===== config.mk =====
export PLATFORM = sky130hd
export DESIGN_NAME = imem_arbiter
export DESIGN_NICKNAME = d
export VERILOG_FILES = /design/src/rtl/imem_arbiter.sv
export SDC_FILE = /design/constraint.sdc
export NUM_CORES = 1
export LEC_CHECK = 0
export ABC_AREA = 1
export BUFFER_PORTS_ARGS = -buffer_cell sky130_fd_sc_hd__buf_2
export CAP_MARGIN = 20
export CORE_UTILIZATION = 47
export DETAILED_ROUTE_END_ITERATION = 8
export GPL_TIMING_DRIVEN = 0
export PLACE_DENSITY = 0.78
export SYNTH_ARGS = -nofsm -noshare
export SYNTH_HDL_FRONTEND = slang
export SYNTH_SLANG_ARGS = --single-unit

===== constraint.sdc =====
create_clock -name clk -period 1.9 [get_ports clk]
set_clock_uncertainty 0.15 [all_clocks]
set_input_delay 0.095 -clock clk [delete_from_list [all_inputs] [get_ports clk]]
set_output_delay 0.095 -clock clk [all_outputs]
set_load 0.01 [all_outputs]

===== src/rtl/imem_arbiter.sv =====
// Instruction memory owner: post-reset hardware clear, then one access
// per cycle shared between fetch and loader with a loader burst limit.
module imem_arbiter #(
  parameter int IMEM_BITS      = 19,
  parameter int MAX_LD_BURST   = 4,
  parameter bit CLEAR_ON_RESET = 1'b1
) (
  input  logic                 clk,
  input  logic                 reset,
  input  logic                 fetch_req,
  input  logic [IMEM_BITS-1:0] fetch_addr,
  output logic                 fetch_gnt,
  output logic                 fetch_rvalid,
  output logic [31:0]          fetch_rdata,
  input  logic                 ld_valid,
  input  logic                 ld_we,
  input  logic [IMEM_BITS-1:0] ld_addr,
  input  logic [31:0]          ld_wdata,
  output logic                 ld_ready,
  output logic                 ld_rvalid,
  output logic [31:0]          ld_rdata,
  output logic                 busy,
  output logic [IMEM_BITS-1:0] mem_addr,
  output logic                 mem_we,
  output logic [31:0]          mem_wdata,
  input  logic [31:0]          mem_rdata
);

  localparam int BW = $clog2(MAX_LD_BURST + 1);
  localparam logic [BW-1:0] MAXB = BW'(MAX_LD_BURST);

  typedef enum logic {S_CLEAR, S_RUN} state_t;
  localparam state_t S_INIT = CLEAR_ON_RESET ? S_CLEAR : S_RUN;

  state_t               r_state;
  state_t               w_next;
  logic [IMEM_BITS-1:0] r_clr_cnt;
  logic [IMEM_BITS-1:0] r_last;
  logic [BW-1:0]        r_burst;
  logic                 r_f_rv;
  logic                 r_l_rv;
  logic [31:0]          r_f_hold;
  logic [31:0]          r_l_hold;

  always_comb begin
    w_next    = r_state;
    fetch_gnt = 1'b0;
    ld_ready  = 1'b0;
    mem_we    = 1'b0;
    mem_wdata = '0;
    mem_addr  = r_last;
    unique case (r_state)
      S_CLEAR: begin
        mem_we   = 1'b1;
        mem_addr = r_clr_cnt;
        if (r_clr_cnt == '1) w_next = S_RUN;
      end
      S_RUN: begin
        // loader wins unless it has used its burst while fetch waits
        if (ld_valid && !(fetch_req && r_burst == MAXB)) begin
          ld_ready  = 1'b1;
          mem_addr  = ld_addr;
          mem_we    = ld_we;
          mem_wdata = ld_we ? ld_wdata : '0;
        end else if (fetch_req) begin
          fetch_gnt = 1'b1;
          mem_addr  = fetch_addr;
        end
      end
      default: w_next = S_RUN;
    endcase
  end

  always_ff @(posedge clk or negedge reset) begin
    if (!reset) begin
      r_state   <= S_INIT;
      r_clr_cnt <= '0;
      r_last    <= '0;
      r_burst   <= '0;
      r_f_rv    <= 1'b0;
      r_l_rv    <= 1'b0;
    end else begin
      r_state <= w_next;
      r_last  <= mem_addr;
      r_f_rv  <= fetch_gnt;
      r_l_rv  <= ld_ready & ~ld_we;
      if (r_state == S_CLEAR) r_clr_cnt <= r_clr_cnt + 1'b1;
      if (fetch_gnt || !fetch_req)
        r_burst <= '0;
      else if (ld_ready && r_burst != MAXB)
        r_burst <= r_burst + 1'b1;
    end
  end

  always_ff @(posedge clk or negedge reset) begin
    if (!reset) begin
      r_f_hold <= '0;
      r_l_hold <= '0;
    end else begin
      if (r_f_rv) r_f_hold <= mem_rdata;
      if (r_l_rv) r_l_hold <= mem_rdata;
    end
  end

  assign busy         = (r_state == S_CLEAR);
  assign fetch_rvalid = r_f_rv;
  assign ld_rvalid    = r_l_rv;
  assign fetch_rdata  = r_f_rv ? mem_rdata : r_f_hold;
  assign ld_rdata     = r_l_rv ? mem_rdata : r_l_hold;

endmodule


==> impl_metrics.env, run 1 <==
export IMPL_drt_total_wl_mm=17.4
export IMPL_vias=5089
export IMPL_reg2reg_to="r_last[17]$_DFF_PN0_"
export IMPL_clk_latency_ps=370
export IMPL_drt_pass1_iter_count=5
export IMPL_vias_per_cell=5.16
export IMPL_synth_xor_area_frac=0.0140
export IMPL_rr_worst_depth=13
export IMPL_grt_overflow_total=0
export IMPL_irDropWorstVdd_mv=0.447
export IMPL_hpwl_mm=10.9
export IMPL_layout_common_cells="214 x buf_2, 122 x nand2_1, 105 x dfrtp_1"
export IMPL_synth_nets=633
export IMPL_core_rowCount=37
export IMPL_critPathCaptureType="output pin"
export IMPL_async_reset_ff_frac=1.00
export IMPL_setup_viol=52
export IMPL_holdPathStages=5
export IMPL_cts_sinks=108
export IMPL_wl_per_cell_um=17.6
export IMPL_grt_max_degree=59
export IMPL_route_detailed_drc=0
export IMPL_place_ws_ps=-8.33
export IMPL_io_buffer_count=225
export IMPL_setup_ws_ps=-228
export IMPL_design_area_um2=7830
export IMPL_finalMaxSlewViolations=0
export IMPL_ys_types=29
export IMPL_worst_pin_slew_ps=706
export IMPL_grt_usage=0.307
export IMPL_grt_pass1_wl_mm=26.2
export IMPL_place_area_um2=6340
export IMPL_rrSetupSlack_ps=-20
export IMPL_die_height_um=105
export IMPL_htreeDepth=3
export IMPL_path_max_fanout=5
export IMPL_finalCritPeriodShare=1.12
export IMPL_synth_top_family_by_area="simple AND/OR/NAND/NOR gates"
export IMPL_synth_area_leaders="dfrtp_1 54%, mux2_2 13%, nand2_1 10%"
export IMPL_synthCells=523
export IMPL_nets=955
export IMPL_maxCapViolCount=0
export IMPL_synth_top_area_cell="dfrtp_1"
export IMPL_gr_usage_met2=0.538
export IMPL_drive_above_1_share=0.495
export IMPL_antenna_cells=0
export IMPL_slew_headroom=0.529
export IMPL_rsz0062_at_grt="yes"
export IMPL_die_area_um2=11100
export IMPL_synth_edf_count=0
export IMPL_core_um2=10300
export IMPL_die_x_um=105
export IMPL_final_common_cell="buf_2"
export IMPL_ant_nets=0
export IMPL_cts_tree="built"
export IMPL_io_pins=228
export IMPL_synth_top_area_share=0.539
export IMPL_worstHoldEndpoint="r_last[1]$_DFF_PN0_"
export IMPL_grt_pass1_vias=5155
export IMPL_use_met1=0.366
export IMPL_critPathRequiredTime_ps=1650
export IMPL_cts_buffer_depth=2
export IMPL_r2r_start="r_burst[0]$_DFFE_PN0P_"
export IMPL_synth_ff_type="dfrtp_1"
export IMPL_leakage_uw=0.00425
export IMPL_clk_pin_slew_ps=110
export IMPL_hp_class="in -> reg"
export IMPL_synthSimpleGateAreaFrac=0.209
export IMPL_worstSetupStartpointType="flip-flop"
export IMPL_routabilityCongestion=0.892
export IMPL_status="finished, violations left"
export IMPL_cts_root_buf="clkbuf_8"
export IMPL_critPathArrivalTime_ps=1880
export IMPL_syn_cell_area_um2=5010
export IMPL_area_growth_pct=56.3
export IMPL_cts_buffers=9
export IMPL_synthAdderAreaFrac=0.00749
export IMPL_critPathKind="reg -> out"
export IMPL_ys_seq_elements=108
export IMPL_yosysWarnings=0
export IMPL_min_delay_start="fetch_addr[1]"
export IMPL_hold_viol=0
export IMPL_min_period_ps=2130
export IMPL_drtIter0Drc=346
export IMPL_start_util=0.485
export IMPL_powerDensity_nw_per_um2=544
export IMPL_max_freq_mhz=470
export IMPL_violations="setup timing"
export IMPL_avgSynthCellArea_um2=9.58
export IMPL_synth_compound_area_frac=0.0367
export IMPL_met3_usage=0.0501
export IMPL_gr_max_usage_layer="met2"
export IMPL_grt_antenna_before_repair=0
export IMPL_muxShareOfSynthArea=0.144
export IMPL_seq_area_frac_synth=0.539
-- area by class of cell --
| cell class | instances | area (µm²) |
|---|---|---|
| buffer | 23 | 185 |
| clock buffer | 10 | 138 |
| timing repair buffer | 313 | 2090 |
| inverter | 29 | 131 |
| sequential | 108 | 2710 |
| fill | 636 | 2490 |
| multi-input combinational | 361 | 2340 |
| clock inverter | 6 | 71.3 |
| tap | 136 | 170 |
-- cells by family (layout without fill, tap and decap cells) --
group	after synthesis	after routing
flops	108	108
fa+ha+maj	3	3
mux	64	64
xor+xnor	8	8
compound gates	34	34
simple gates	252	252
buf+inv	54	381
-- critical path: stages, from the launching register on --
cell	delay (ps)
dfrtp_1	390
inv_2	60
ha_4	160
nand3_4	80
nand2_8	90
nand2_8	80
clkinv_8	70
buf_6	130
nand2_1	50
o21ai_1	70
nor2_1	160
buf_2	160
-- metal layers --
layer | vias to the layer above | wire length [µm]
met5 | - | 0
met4 | 0 | 601
met3 | 55 | 1010
met2 | 222 | 9070
met1 | 2489 | 6710
li1 | 2323 | -
-- metrics by stage --
step | setup TNS [ps] | power (µW) | hold WS [ps] | std cells | util
6_report | -6240 | 4260 | 17.3 | 986 | 0.759
5_1_grt | -10550 | 4420 | 12.9 | 986 | 0.759
4_1_cts | -8010 | 4250 | 6.94 | 980 | 0.729
3_5_place_dp | -8.33 | 2700 | 23.0 | 885 | 0.614
3_3_place_gp | -56940 | 2680 | 195 | 884 | 0.611
2_1_floorplan | 0 | 2480 | -351 | 523 | -
-- cell usage after synthesis (5+ instances only) --
cell and instances:
nand2_1 134, dfrtp_1 108, nor2_1 86, mux2_2 60, o21ai_0 28, inv_1 25, nand3_1 14, buf_2 13
clkbuf_1 8, nand3b_1 5
-- worst max-delay path by stage --
stage / from / end / cells after the start
after floorplan: r_burst[0]$_DFFE_PN0P_ / r_last[14]$_DFF_PN0_ / 10
after global placement: reset / r_last[11]$_DFF_PN0_ / 1
after detailed placement: r_burst[0]$_DFFE_PN0P_ / mem_addr[8] / 10
after CTS: r_burst[1]$_DFFE_PN0P_ / mem_addr[2] / 10
after global routing: r_burst[0]$_DFFE_PN0P_ / mem_addr[5] / 11
final: r_burst[0]$_DFFE_PN0P_ / mem_addr[5] / 11
-- sequential cells by signal (all words and copies together) (netlist names) --
signal,count
r_state,1
fetch_rvalid,1
r_burst,3
r_l_hold,32
r_last,19
ld_rvalid,1
r_clr_cnt,19
r_f_hold,32
-- report_power, final --
| part | internal [µW] | switching, µW | total [µW] | leakage (µW) |
|---|---|---|---|---|
| Clock | 660 | 816 | 1480 | 0.000105 |
| Combinational | 223 | 231 | 454 | 0.00268 |
| Sequential | 2320 | 7.37 | 2330 | 0.00146 |
-- timing repair --
item / in CTS / in global routing
hold buffers: 56 / 0
cloned: 1 / 0
endpoints found under the setup margin: 113 / 70
setup buffers: 24 / 10
endpoints found under the hold margin: 133 / 0
pin swaps: 14 / 18
gates resized for setup: 63 / 82
No activity file was read; power rests on OpenSTA's default activity.
==> run 2: changes to the inputs <==
==> config.mk (replaced) <==
export PLATFORM = sky130hd
export DESIGN_NAME = imem_arbiter
export DESIGN_NICKNAME = d
export VERILOG_FILES = /design/src/rtl/imem_arbiter.sv
export SDC_FILE = /design/constraint.sdc
export NUM_CORES = 1
export LEC_CHECK = 0
export ABC_AREA = 1
export CORE_UTILIZATION = 50
export DETAILED_ROUTE_END_ITERATION = 8
export DONT_BUFFER_PORTS = 1
export GPL_TIMING_DRIVEN = 0
export PLACE_DENSITY = 0.63
export SYNTH_ARGS = -nofsm -noshare
export SYNTH_HDL_FRONTEND = slang
export SYNTH_SLANG_ARGS = --single-unit
==> run 2 against run 1 <==
  * Critical path depth down 2
  * Register-to-register slack better by 220 ps
  * Via count down 20%
  * Utilization down 5.4 points
  * Flip-flop and latch count unchanged
  * Hold slack worse by 770 ps
  * The flow finishes with violations (hold timing, setup timing)
  * Global-route usage down 2.9 points
  * Clock power about the same
  * Setup slack better by 82 ps
  * First-iteration DRC count down 48%
  * Highest routed layer unchanged
  * Largest cell class unchanged
  * Combinational power down 32%
  * Total power down 3.9%
==> impl_metrics.env, run 2 (synthesis results as in run 1) <==
export IMPL_final_common_cell="nand2_1"
export IMPL_critPathArrivalTime_ps=1800
export IMPL_cts_buffers=9
export IMPL_layout_common_cells="128 x nand2_1, 107 x dfrtp_1, 70 x dlygate4sd3_1"
export IMPL_rrSetupSlack_ps=200
export IMPL_vias=4083
export IMPL_cts_sinks=108
export IMPL_reg2reg_to="r_last[8]$_DFF_PN0_"
export IMPL_antenna_cells=0
export IMPL_finalCritPeriodShare=1.08
export IMPL_cts_buffer_depth=2
export IMPL_setup_viol=51
export IMPL_worstSetupStartpointType="flip-flop"
export IMPL_critPathKind="reg -> out"
export IMPL_slew_headroom=0.720
export IMPL_wl_per_cell_um=19.2
export IMPL_htreeDepth=3
export IMPL_reg_top3="r_f_hold x32, r_l_hold x32"
export IMPL_drive_above_1_share=0.322
export IMPL_area_growth_pct=36.9
export IMPL_cp_startpoint="r_burst[1]$_DFFE_PN0P_"
export IMPL_max_freq_mhz=489
export IMPL_cts_tree="built"
export IMPL_power_share_combinational=0.076
export IMPL_finalMaxSlewViolations=0
export IMPL_swShare=0.228
export IMPL_p_seq_frac=0.569
export IMPL_final_util=0.705
export IMPL_r2r_start="r_burst[1]$_DFFE_PN0P_"
export IMPL_drt_pass1_iter_count=4
export IMPL_grt_pass1_vias=4141
export IMPL_hpwl_mm=8.89
export IMPL_clk_pin_slew_ps=100
export IMPL_setup_ws_ps=-146
export IMPL_grt_overflow_total=0
export IMPL_hold_viol=112
export IMPL_cts_root_buf="clkbuf_8"
export IMPL_switching_power_uw=934
export IMPL_io_buffer_count=0
export IMPL_min_period_ps=2050
export IMPL_core_um2=9730
export IMPL_die_height_um=102
export IMPL_violations="hold timing, setup timing"
export IMPL_grt_antenna_before_repair=0
export IMPL_nets=728
export IMPL_die_x_um=102
export IMPL_core_rowCount=36
export IMPL_routabilityCongestion=0.841
export IMPL_rsz0062_at_grt="yes"
export IMPL_drtIter0Drc=180
export IMPL_irDropWorstVdd_mv=0.471
export IMPL_critPathRequiredTime_ps=1650
export IMPL_leakage_uw=0.00315
export IMPL_rr_worst_depth=9
export IMPL_start_util=0.515
export IMPL_whs_ps=-754
export IMPL_maxCapViolCount=0
export IMPL_critPathCaptureType="output pin"
export IMPL_p_int_uw=3160
export IMPL_status="finished, violations left"
export IMPL_ant_nets=0
export IMPL_grt_usage=0.278
export IMPL_worstSetupEndpoint="mem_addr[8]"
export IMPL_path_max_fanout=10
export IMPL_vias_per_cell=5.41
export IMPL_grt_max_degree=109
export IMPL_clk_latency_ps=380
export IMPL_drt_total_wl_mm=14.5
export IMPL_die_area_um2=10400
export IMPL_grt_pass1_wl_mm=21.6
export IMPL_worst_pin_slew_ps=417
export IMPL_io_pins=228
export IMPL_route_detailed_drc=0
export IMPL_clkPwrFrac=0.355
export IMPL_powerDensity_nw_per_um2=597
export IMPL_hp_class="in -> async"
export IMPL_totalPowerFinal_uw=4090
-- run 2: cell count changes in the layout (fill, tap and decap cells not counted), sizes merged --
| cell | previous run | this run |
|---|---|---|
| dlygate4sd3 | 56 | 70 |
| buf | 274 | 30 |
| inv | 29 | 31 |
| clkinv | 4 | 1 |
| nor2 | 89 | 90 |
| clkbuf | 16 | 18 |
-- run 2: stage by stage --
step	setup TNS (ps)	hold WS, ps	setup WS (ps)	cell area (µm²)	instances
final	-3920	-754	-146	6860	755
after CTS	-5580	-772	-174	6730	752
after floorplan	0	-351	326	5010	523
after detailed placement	-24.7	-348	-20.4	5180	656
after global routing	-9350	-781	-239	6860	755
after global placement	0	-349	33.6	5180	656
-- run 2: what timing repair did --
action / in CTS / in global routing
hold buffers: 68 / 2
pin swaps: 15 / 13
gates resized for setup: 158 / 29
gates cloned: 4 / 0
setup endpoints to repair: 118 / 109
buffers inserted: 9 / 1
hold endpoints to repair: 195 / 113
-- run 2: layer usage --
metal	global-route usage	vias up	routed length, µm
li1	-	1874	-
met1	0.315	2002	5470
met2	0.486	176	7500
met3	0.0930	31	1200
met4	0.104	0	361
met5	0	-	0
-- run 2: worst max-delay path: stages, from the launching register on --
cell and delay [ps]:
dfrtp_1 380, inv_2 60, ha_4 160, nand3_4 80, nand2_8 80, nor2_8 220, inv_8 90, buf_12 170
nor2_4 110, nor2_4 60
-- run 2: power by group through the flow --
stage / logic [µW] / clock network (µW) / registers (µW)
after detailed placement: 137 / 0 / 2370
final: 310 / 1450 / 2330
after global placement: 133 / 0 / 2370
after global routing: 331 / 1570 / 2330
after floorplan: 110 / 0 / 2370
after CTS: 290 / 1490 / 2330
-- run 2: area by class of cell --
type	count	area, µm²
buffer	25	248
clock buffer	11	151
clock inverter	4	56.3
fill	711	2870
inverter	29	130
multi-input combinational	362	2550
sequential	108	2700
tap	133	166
timing repair buffer	82	851
timing repair inverter	1	6.26
-- run 2: how the worst min path moves through the flow --
stage,end
2_1_floorplan,fetch_rvalid$_DFF_PN0_
3_3_place_gp,r_f_hold[12]$_DFF_PN0_
3_5_place_dp,r_f_hold[12]$_DFF_PN0_
4_1_cts,r_f_hold[27]$_DFF_PN0_
5_1_grt,r_f_hold[15]$_DFF_PN0_
6_report,r_f_hold[27]$_DFF_PN0_
